<file path="src/rtl/pcs_rx_pkg.sv">
// Shared receive-path definitions: block-type flags, state encodings and
// the CGMII constants used by decoder_comparator and rx_decoder_fsm.
package pcs_rx_pkg;

  // Bit positions of the {D,S,C,T} flags in the 4-bit R_TYPE vector
  localparam int R_TYPE_D = 3;
  localparam int R_TYPE_S = 2;
  localparam int R_TYPE_C = 1;
  localparam int R_TYPE_T = 0;

  // CGMII character codes
  localparam logic [7:0] CGMII_START = 8'hFB;
  localparam logic [7:0] CGMII_TERM  = 8'hFD;
  localparam logic [7:0] CGMII_IDLE  = 8'h07;
  localparam logic [7:0] CGMII_ERROR = 8'hFE;
  localparam logic [7:0] CGMII_SEQ   = 8'h9C;

  // Error block: every lane carries an error control character
  localparam logic [63:0] EBLOCK_R_DATA = {8{CGMII_ERROR}};
  localparam logic [7:0]  EBLOCK_R_CTRL = 8'hFF;

  // Local-fault block: two sequence ordered sets (9C 00 00 01)
  localparam logic [63:0] LBLOCK_R_DATA = {CGMII_SEQ, 8'h00, 8'h00, 8'h01,
                                           CGMII_SEQ, 8'h00, 8'h00, 8'h01};
  localparam logic [7:0]  LBLOCK_R_CTRL = 8'b1000_1000;

  // Receive state encodings as seen on o_state
  typedef enum logic [2:0] {
    ST_INIT = 3'd0,
    ST_C    = 3'd1,
    ST_D    = 3'd2,
    ST_T    = 3'd3,
    ST_E    = 3'd4
  } rx_state_e;

  // Classified block type after the one-hot check
  typedef enum logic [2:0] {
    RT_C,
    RT_S,
    RT_D,
    RT_T,
    RT_E
  } rx_type_e;

  // Anything other than exactly one flag set is treated as an error block
  function automatic rx_type_e decode_rtype(input logic [3:0] flags);
    rx_type_e result;
    result = RT_E;
    if (flags == (4'b0001 << R_TYPE_D)) result = RT_D;
    if (flags == (4'b0001 << R_TYPE_S)) result = RT_S;
    if (flags == (4'b0001 << R_TYPE_C)) result = RT_C;
    if (flags == (4'b0001 << R_TYPE_T)) result = RT_T;
    return result;
  endfunction

endpackage

</file>
<file path="src/rtl/rx_error_counter.sv">
// Saturating errored-block counter; a clear wins over the old value but a
// coincident increment still counts as the first new error.
module rx_error_counter #(
  parameter int LEN_ERR_COUNT = 22
) (
  input  logic                     i_clock,
  input  logic                     i_reset,
  input  logic                     i_clear,
  input  logic                     i_increment,
  output logic [LEN_ERR_COUNT-1:0] o_count
);

  localparam logic [LEN_ERR_COUNT-1:0] COUNT_MAX = '1;
  localparam logic [LEN_ERR_COUNT-1:0] COUNT_ONE = LEN_ERR_COUNT'(1);

  logic [LEN_ERR_COUNT-1:0] r_count;

  // Clear-then-count update, holding at all-ones once saturated
  always_ff @(posedge i_clock or posedge i_reset) begin
    if (i_reset) begin
      r_count <= '0;
    end else if (i_clear) begin
      r_count <= i_increment ? COUNT_ONE : '0;
    end else if (i_increment && (r_count != COUNT_MAX)) begin
      r_count <= r_count + COUNT_ONE;
    end
  end

  assign o_count = r_count;

endmodule

</file>
<file path="src/rtl/rx_decoder_fsm.sv">
// Receive control state machine: holds each decoded block for one block
// period so a T block can be judged against the type of the block after it,
// then emits the held block, an error block, or a local-fault block.
module rx_decoder_fsm
  import pcs_rx_pkg::*;
#(
  parameter int LEN_DATA_BLOCK = 64,
  parameter int LEN_CTRL_BLOCK = 8,
  parameter int LEN_ERR_COUNT  = 22
) (
  input  logic                      i_clock,
  input  logic                      i_reset,
  input  logic                      i_enable,
  input  logic [LEN_DATA_BLOCK-1:0] i_rx_data,
  input  logic [LEN_CTRL_BLOCK-1:0] i_rx_ctrl,
  input  logic [3:0]                i_rx_type,
  input  logic                      i_block_lock,
  input  logic                      i_hi_ber,
  input  logic                      i_clear_err_count,
  output logic [LEN_DATA_BLOCK-1:0] o_rx_data,
  output logic [LEN_CTRL_BLOCK-1:0] o_rx_ctrl,
  output logic                      o_valid,
  output logic [2:0]                o_state,
  output logic [LEN_ERR_COUNT-1:0]  o_err_count
);

  rx_state_e                 r_state;
  rx_type_e                  r_hold_type;
  logic [LEN_DATA_BLOCK-1:0] r_hold_data;
  logic [LEN_CTRL_BLOCK-1:0] r_hold_ctrl;
  logic                      r_primed;
  logic [LEN_DATA_BLOCK-1:0] r_out_data;
  logic [LEN_CTRL_BLOCK-1:0] r_out_ctrl;
  logic                      r_valid;

  rx_state_e                 w_next_state;
  rx_type_e                  w_in_type;
  logic [LEN_DATA_BLOCK-1:0] w_next_data;
  logic [LEN_CTRL_BLOCK-1:0] w_next_ctrl;
  logic                      w_next_valid;
  logic                      w_link_ok;
  logic                      w_next_is_sc;
  logic                      w_err_inc;

  // Hold stage: the incoming block waits here one enable so its successor's
  // type is known when it is judged; reset drops any held block
  always_ff @(posedge i_clock or posedge i_reset) begin
    if (i_reset) begin
      r_hold_type <= RT_E;
      r_hold_data <= '0;
      r_hold_ctrl <= '0;
      r_primed    <= 1'b0;
    end else if (i_enable) begin
      r_hold_type <= w_in_type;
      r_hold_data <= i_rx_data;
      r_hold_ctrl <= i_rx_ctrl;
      r_primed    <= 1'b1;
    end
  end

  // State and output registers; the next-state logic already holds values
  // on cycles without an enable
  always_ff @(posedge i_clock or posedge i_reset) begin
    if (i_reset) begin
      r_state    <= ST_INIT;
      r_out_data <= LBLOCK_R_DATA;
      r_out_ctrl <= LBLOCK_R_CTRL;
      r_valid    <= 1'b0;
    end else begin
      r_state    <= w_next_state;
      r_out_data <= w_next_data;
      r_out_ctrl <= w_next_ctrl;
      r_valid    <= w_next_valid;
    end
  end

  // Next state and output block: held type drives the transition, incoming
  // type only matters for validating a held T block
  always_comb begin
    w_next_state = r_state;
    w_next_data  = r_out_data;
    w_next_ctrl  = r_out_ctrl;
    w_next_valid = 1'b0;
    w_err_inc    = 1'b0;
    w_in_type    = decode_rtype(i_rx_type);
    w_link_ok    = i_block_lock && !i_hi_ber;
    w_next_is_sc = (w_in_type == RT_S) || (w_in_type == RT_C);

    if (i_enable) begin
      w_next_valid = r_primed;
      if (!w_link_ok) begin
        w_next_state = ST_INIT;
        w_next_data  = LBLOCK_R_DATA;
        w_next_ctrl  = LBLOCK_R_CTRL;
      end else if (r_primed) begin
        case (r_state)
          ST_D: begin
            if (r_hold_type == RT_D)                       w_next_state = ST_D;
            else if (r_hold_type == RT_T && w_next_is_sc)  w_next_state = ST_T;
            else                                           w_next_state = ST_E;
          end
          ST_E: begin
            if (r_hold_type == RT_C)                       w_next_state = ST_C;
            else if (r_hold_type == RT_D)                  w_next_state = ST_D;
            else if (r_hold_type == RT_T && w_next_is_sc)  w_next_state = ST_T;
            else                                           w_next_state = ST_E;
          end
          default: begin
            if (r_hold_type == RT_C)                       w_next_state = ST_C;
            else if (r_hold_type == RT_S)                  w_next_state = ST_D;
            else                                           w_next_state = ST_E;
          end
        endcase

        if (w_next_state == ST_E) begin
          w_next_data = EBLOCK_R_DATA;
          w_next_ctrl = EBLOCK_R_CTRL;
          w_err_inc   = 1'b1;
        end else begin
          w_next_data = r_hold_data;
          w_next_ctrl = r_hold_ctrl;
        end
      end
    end
  end

  rx_error_counter #(
    .LEN_ERR_COUNT(LEN_ERR_COUNT)
  ) u_err_counter (
    .i_clock    (i_clock),
    .i_reset    (i_reset),
    .i_clear    (i_enable && i_clear_err_count),
    .i_increment(w_err_inc),
    .o_count    (o_err_count)
  );

  assign o_rx_data = r_out_data;
  assign o_rx_ctrl = r_out_ctrl;
  assign o_valid   = r_valid;
  assign o_state   = r_state;

endmodule

</file>
<file path="config.mk">
export PLATFORM = sky130hd
export DESIGN_NAME = rx_decoder_fsm
export DESIGN_NICKNAME = d
export VERILOG_FILES = /design/src/rtl/pcs_rx_pkg.sv /design/src/rtl/rx_error_counter.sv /design/src/rtl/rx_decoder_fsm.sv
export SDC_FILE = /design/constraint.sdc
export NUM_CORES = 1
export LEC_CHECK = 0
export ABC_AREA = 1
export CAP_MARGIN = 5
export CORE_MARGIN = 5
export CORE_UTILIZATION = 45
export DETAILED_ROUTE_END_ITERATION = 8
export PLACE_DENSITY_LB_ADDON = 0.08
export SYNTH_ARGS = -nofsm -noshare
export SYNTH_HDL_FRONTEND = slang
export SYNTH_HIERARCHICAL = 1
export SYNTH_SLANG_ARGS = --single-unit
export TNS_END_PERCENT = 30
</file>
<file path="constraint.sdc">
create_clock -name i_clock -period 4.5 [get_ports i_clock]
set_input_delay 0.675 -clock i_clock [delete_from_list [all_inputs] [get_ports i_clock]]
set_output_delay 0.675 -clock i_clock [all_outputs]
set_load 0.02 [all_outputs]
</file>
# Word level (Yosys, flattened, before mapping)
# Cells that the tools add are included.
[classes]
n_mux = 29
reduce_logical = 10
addsub = 1
n_eq_ne = 13
[op_table]
columns = ["operator", "n"]
rows = [
  ["$mux W64", 3],
  ["$mux W22", 2],
  ["$mux W3", 14],
  ["$mux W8", 3],
  ["$add A22 B1 Y22 const B", 1],
  ["$ne A22 B22 Y1 const B", 1],
  ["$eq A3 B2 Y1 const B", 3],
  ["$eq A3 B1 Y1 const B", 2],
  ["$eq A3 B3 Y1 const B", 2],
  ["$logic_not A3 Y1", 2],
  ["$mux W1", 6],
  ["$pmux W3 S2", 1],
  ["$eq A4 B1 Y1 const B", 1],
  ["$eq A4 B2 Y1 const B", 1],
  ["$eq A4 B3 Y1 const B", 1],
  ["$eq A4 B4 Y1 const B", 1],
  ["$logic_and A1 B1 Y1", 4],
  ["$ne A2 B2 Y1 const B", 1],
  ["$reduce_and A2 Y1", 1],
  ["$reduce_bool A2 Y1", 1],
  ["$logic_not A1 Y1", 1],
  ["$logic_or A1 B1 Y1", 1],
]
[word_totals]
out_inout_bits = 98
regBits = 174
in_bits = 82

# Longest topological paths before layout
[depth]
word_depth = 23
depth_mapped = 17

# Hierarchy
# Netlist, hierarchy kept.
[by_module_without_submodules]
columns = ["mod", "cells_per_inst", "area_per_inst_um2", "instances"]
rows = [
  ["rx_decoder_fsm", 772, 6461.2, 1],
  ["rx_error_counter", 226, 1522.7, 1],
]

# Worst setup path after synthesis
# No wires, ideal clock.
[synth_path]
path_kind = "input port to flip-flop"
start = "in i_enable"
end = "reg u_err_counter.r_count[21] (netlist: u_err_counter/o_count[21])"
n_path_buf = 3
setup_slack_ps = 2337
path_stages = 15
arrival_time_ps = 2086
required_time_ps = 4423
path_cell_list = "buf_2 > nand2_2 > inv_1 > nand2_2 > inv_2 > nand2_2 > buf_6 > buf_6 > inv_2 > nand3_1 > nor3b_1 > nand2_1 > nand2_1 > nand2_1 > a21oi_1"
[synth_via]
elab_chain_len = 3
elab_cells_between_ends = 5
cone_classes = "2 x mux; 3 x reduce/logical"
[synth_rtl]
columns = ["element", "line", "text"]
rows = [
  ["start, declared", "rx_decoder_fsm.sv:13", "input logic i_enable,"],
  ["$mux W1", "rx_decoder_fsm.sv:89", "if (i_enable) begin"],
  ["net w_err_inc", "rx_decoder_fsm.sv:43", "logic w_err_inc;"],
  ["$logic_and A1 B1 Y1", "rx_error_counter.sv:24", "end else if (i_increment && (r_count != COUNT_MAX)) begin"],
  ["$reduce_bool A2 Y1 (no source line)", "--", ""],
  ["end signal, assigned", "rx_error_counter.sv:23", "r_count <= i_increment ? COUNT_ONE : '0;"],
  ["end signal, assigned", "rx_error_counter.sv:25", "r_count <= r_count + COUNT_ONE;"],
  ["end, declared", "rx_error_counter.sv:16", "logic [LEN_ERR_COUNT-1:0] r_count;"],
]
# The timed path passes the listed nets, and every way through them passes these cells.
# A chain may end at the register's enable or synchronous reset.

# Worst setup path after layout
[layout_path]
start = "in i_block_lock"
end = "reg u_err_counter.r_count[14] (netlist: u_err_counter/o_count[14])"
[layout_via]
elab_chain_len = 5
[layout_rtl]
columns = ["element", "line", "text"]
rows = [
  ["start, declared", "rx_decoder_fsm.sv:17", "input logic i_block_lock,"],
  ["$logic_and A1 B1 Y1", "rx_decoder_fsm.sv:86", "w_link_ok = i_block_lock && !i_hi_ber;"],
  ["$mux W1", "rx_decoder_fsm.sv:91", "if (!w_link_ok) begin"],
  ["$mux W1", "rx_decoder_fsm.sv:89", ""],
  ["net w_err_inc", "rx_decoder_fsm.sv:43", ""],
  ["$logic_and A1 B1 Y1", "rx_error_counter.sv:24", ""],
  ["$reduce_bool A2 Y1 (no source line)", "--", ""],
]
# The timed path passes the listed nets, and every way through them passes these cells.

==> flow_metrics.py <==
metrics = {
    "die": {
        "fp.coreArea_sq_mm": 0.0174,
        "die-area_sq_mm": 0.0205,
        "die_x_microns": 143,
        "rows": 48,
        "io_pins": 180,
        "die_y_microns": 143,
        "initial_core_util": 0.460,
    },
    "timing": {
        "clock.fmax_mhz": 418,
        "setup-violations-final": 0,
        "period_needed_ns": 2.39,
        "rsz0062_at_grt": "no",
        "maxSlewViolCount": 0,
        "timing.final.hold_violations": 0,
        "post-route-period-util": 0.532,
        "worst_pin_slew_ns": 0.932,
        "skew_ns": 0.00798,
        "maxSlewHeadroom": 0.379,
        "fin_tns_setup_ns": 0,
    },
    "logic_synthesis": {
        "yosys_most_used_dff": "dfrtp_1",
        "postSynthAreaPerCell_sq_um": 8.00,
        "netlist_area_sq_mm": 0.00798,
        "yosys_warnings": 6,
        "synth_cells": 998,
        "ys_top_cells_by_area": "dfrtp_1, nand2_1, o21ai_0",
        "synth_top_area_cell": "dfrtp_1",
        "yosysSeqAreaShare": 0.547,
        "synth_edf_count": 0,
        "synth_cell_types": 35,
        "async_flop_share": 1.00,
        "syn_nets": 1081,
        "synth_seq_cells": 174,
        "synth_top_area_share": 0.505,
    },
    "cells_and_area": {
        "final_net_count": 1243,
        "n_antenna_cell": 0,
        "stdcell_area_sq_mm": 0.0105,
        "drive_gt1_frac": 0.0810,
        "syn2layout_area_growth_pct": 31.2,
    },
    "critical_path": {
        "worstReg2RegEnd": "u_err_counter/o_count[14]$_DFFE_PP0P_",
        "critical_path_peak_fanout": 31,
        "r2r-start": "r_hold_type[2]$_DFFE_PP1P_",
        "critical_path_arrival_ns": 2.74,
        "rrSetupSlack_ns": 2.37,
        "path_class": "in2reg",
        "cp_data_required_time_ns": 4.85,
        "setup.worst_path.start_class": "primary input",
        "cp-startpoint": "i_block_lock",
        "reg2regPathDepth": 12,
        "end_kind": "flip-flop",
    },
    "place": {
        "dpl.hpwl_microns": 12900,
        "port_buffers": 179,
        "place_congestion": 0.839,
        "place_area_sq_mm": 0.00988,
    },
    "route": {
        "antenna_left": 0,
        "drc": 0,
        "drtIter0Drc": 339,
        "vias": 6506,
        "drt-total-wl_microns": 19500,
        "drtPass1Iterations": 4,
        "avgRoutedWirePerCell_microns": 13.9,
        "vias_per_cell": 4.65,
    },
    "global_routing": {
        "gr-total-overflow": 0,
        "grtUsageTotal": 0.196,
        "grt_pass1_wl_microns": 32000,
        "grt_pass1_vias": 6303,
        "grt_max_degree": 126,
        "grt_antenna_before_repair": 2,
    },
    "clock_network": {
        "clk_latency_ns": 0.42,
        "cts_hold_buf": 0,
        "root_buffer": "clkbuf_16",
        "cts_setup_buffers": 0,
        "cts_sinks": 174,
        "post_cts_resized": 0,
        "cts_inserted_buffers": 17,
        "htreeDepth": 4,
        "clkSlewWorstSetupHoldPaths_ns": 0.06,
        "clockBufferDepth": 2,
        "cts_tree": "yes",
    },
    "hold_path": {
        "whs_path_depth": 2,
        "hold_start": "r_hold_data[26]$_DFFE_PP0P_",
        "hp-class": "reg2reg",
        "min_to": "r_hold_data[26]$_DFFE_PP0P_",
    },
    "power_and_ir_drop": {
        "p_per_area_mw_per_mm2": 369,
        "p_total_uw": 3870,
        "ir_worst_vdd_mv": 0.281,
        "p_leak_uw": 0.00513,
    },
    "flow_run": {
        "drv_cap": 0,
    },
    "status": {
        "outcome": "complete, no violations",
    },
}
[worst max-delay path, stage by stage]
cell and delay (ns):
clkdlybuf4s50_1 0.46, inv_1 0.05, nor2_1 0.11, nand2_2 0.37, inv_2 0.20, nand2_2 0.08, inv_2 0.10, inv_1 0.05
a21oi_2 0.40, nand2_1 0.09, o21ai_0 0.15
[area by class of cell]
type / count / area [sq um]
clock buffers: 19 / 443
clock inverters: 13 / 153
fillers: 1609 / 6880
inverters: 164 / 622
multi-input cells: 618 / 2760
flip-flops and latches: 174 / 4370
well taps: 225 / 282
repair buffers: 185 / 1850
[registers in the layout (all words and copies together), names as in the netlist]
signal                 flops
o_rx_ctrl                  8
o_rx_data                 64
o_state                    3
o_valid                    1
r_hold_ctrl                8
r_hold_data               64
r_hold_type                3
r_primed                   1
u_err_counter/o_count     22
[layer usage]
metal	vias to the layer above	GRT usage	wire, microns
li1	3356	-	-
met1	2969	0.280	9270
met2	161	0.299	8750
met3	16	0.0489	1260
met4	4	0.0525	168
met5	-	0	34
[placed cells by master (no fill, tap or decap), types with 2 or more instances in the layout]
| cell | n |
|---|---|
| nand2_1 | 331 |
| clkdlybuf4s50_1 | 178 |
| dfrtp_1 | 161 |
| inv_1 | 155 |
| o21ai_0 | 121 |
| nor2_1 | 60 |
| nand3_1 | 43 |
| clkbuf_16 | 17 |
| dfstp_2 | 13 |
| or2_2 | 11 |
| nand2_2 | 9 |
| inv_2 | 6 |
| buf_4 | 6 |
| xor2_1 | 6 |
| o21ai_2 | 5 |
| nand2_4 | 5 |
| nand4_1 | 5 |
| inv_6 | 4 |
| o21ai_1 | 3 |
| clkinvlp_4 | 3 |
| clkinv_4 | 3 |
| bufinv_16 | 2 |
| nor2_2 | 2 |
| nor2_4 | 2 |
| a21oi_1 | 2 |
| nor3_1 | 2 |
| o21bai_1 | 2 |
[report_power, final]
part	total [uW]	switching [uW]	internal, uW
clock network	1490	643	845
registers	1770	72.3	1700
logic	608	346	262
total	3870	1060	2810
[worst max path at each step]
stage | slack (ns) | cells past startpoint | to
2_1_floorplan | 1.92 | 1 | o_rx_ctrl[0]$_DFFE_PP0P_
3_3_place_gp | 1.70 | 11 | u_err_counter/o_count[10]$_DFFE_PP0P_
3_5_place_dp | 1.67 | 11 | u_err_counter/o_count[14]$_DFFE_PP0P_
4_1_cts | 2.10 | 11 | u_err_counter/o_count[14]$_DFFE_PP0P_
5_1_grt | 1.87 | 11 | u_err_counter/o_count[14]$_DFFE_PP0P_
6_report | 2.11 | 11 | u_err_counter/o_count[14]$_DFFE_PP0P_
[cells in the mapped netlist (6+ instances only)]
cell      instances
nand2_1         331
dfrtp_1         161
inv_1           156
o21ai_0         121
nor2_1           60
nand3_1          43
buf_2            19
clkbuf_1         16
dfstp_2          13
or2_2            11
nand2_2           9
buf_6             6
inv_2             6
xor2_1            6
[metrics by stage]
| step | hold slack (ns) | utilization | worst slack, ns | std cells |
|---|---|---|---|---|
| 6_report | 0.472 | 0.603 | 2.11 | 1398 |
| 5_1_grt | 0.496 | 0.603 | 1.87 | 1398 |
| 4_1_cts | 0.478 | 0.603 | 2.10 | 1398 |
| 3_5_place_dp | 0.459 | 0.569 | 1.67 | 1366 |
| 3_3_place_gp | 0.456 | 0.569 | 1.70 | 1366 |
| 2_1_floorplan | 0.443 | - | 1.92 | 998 |
[kinds of logic (layout without fill, tap and decap cells)]
kind of cell    after synthesis  count (layout)  synth area share
simple gates                473             473             0.246
xor+xnor                      7               7           0.00768
flops                       174             174             0.547
fa+ha+maj                     1               1           0.00157
buf+inv                     206             381             0.107
compound gates              137             137            0.0900
(Power assumes the default switching activity.)
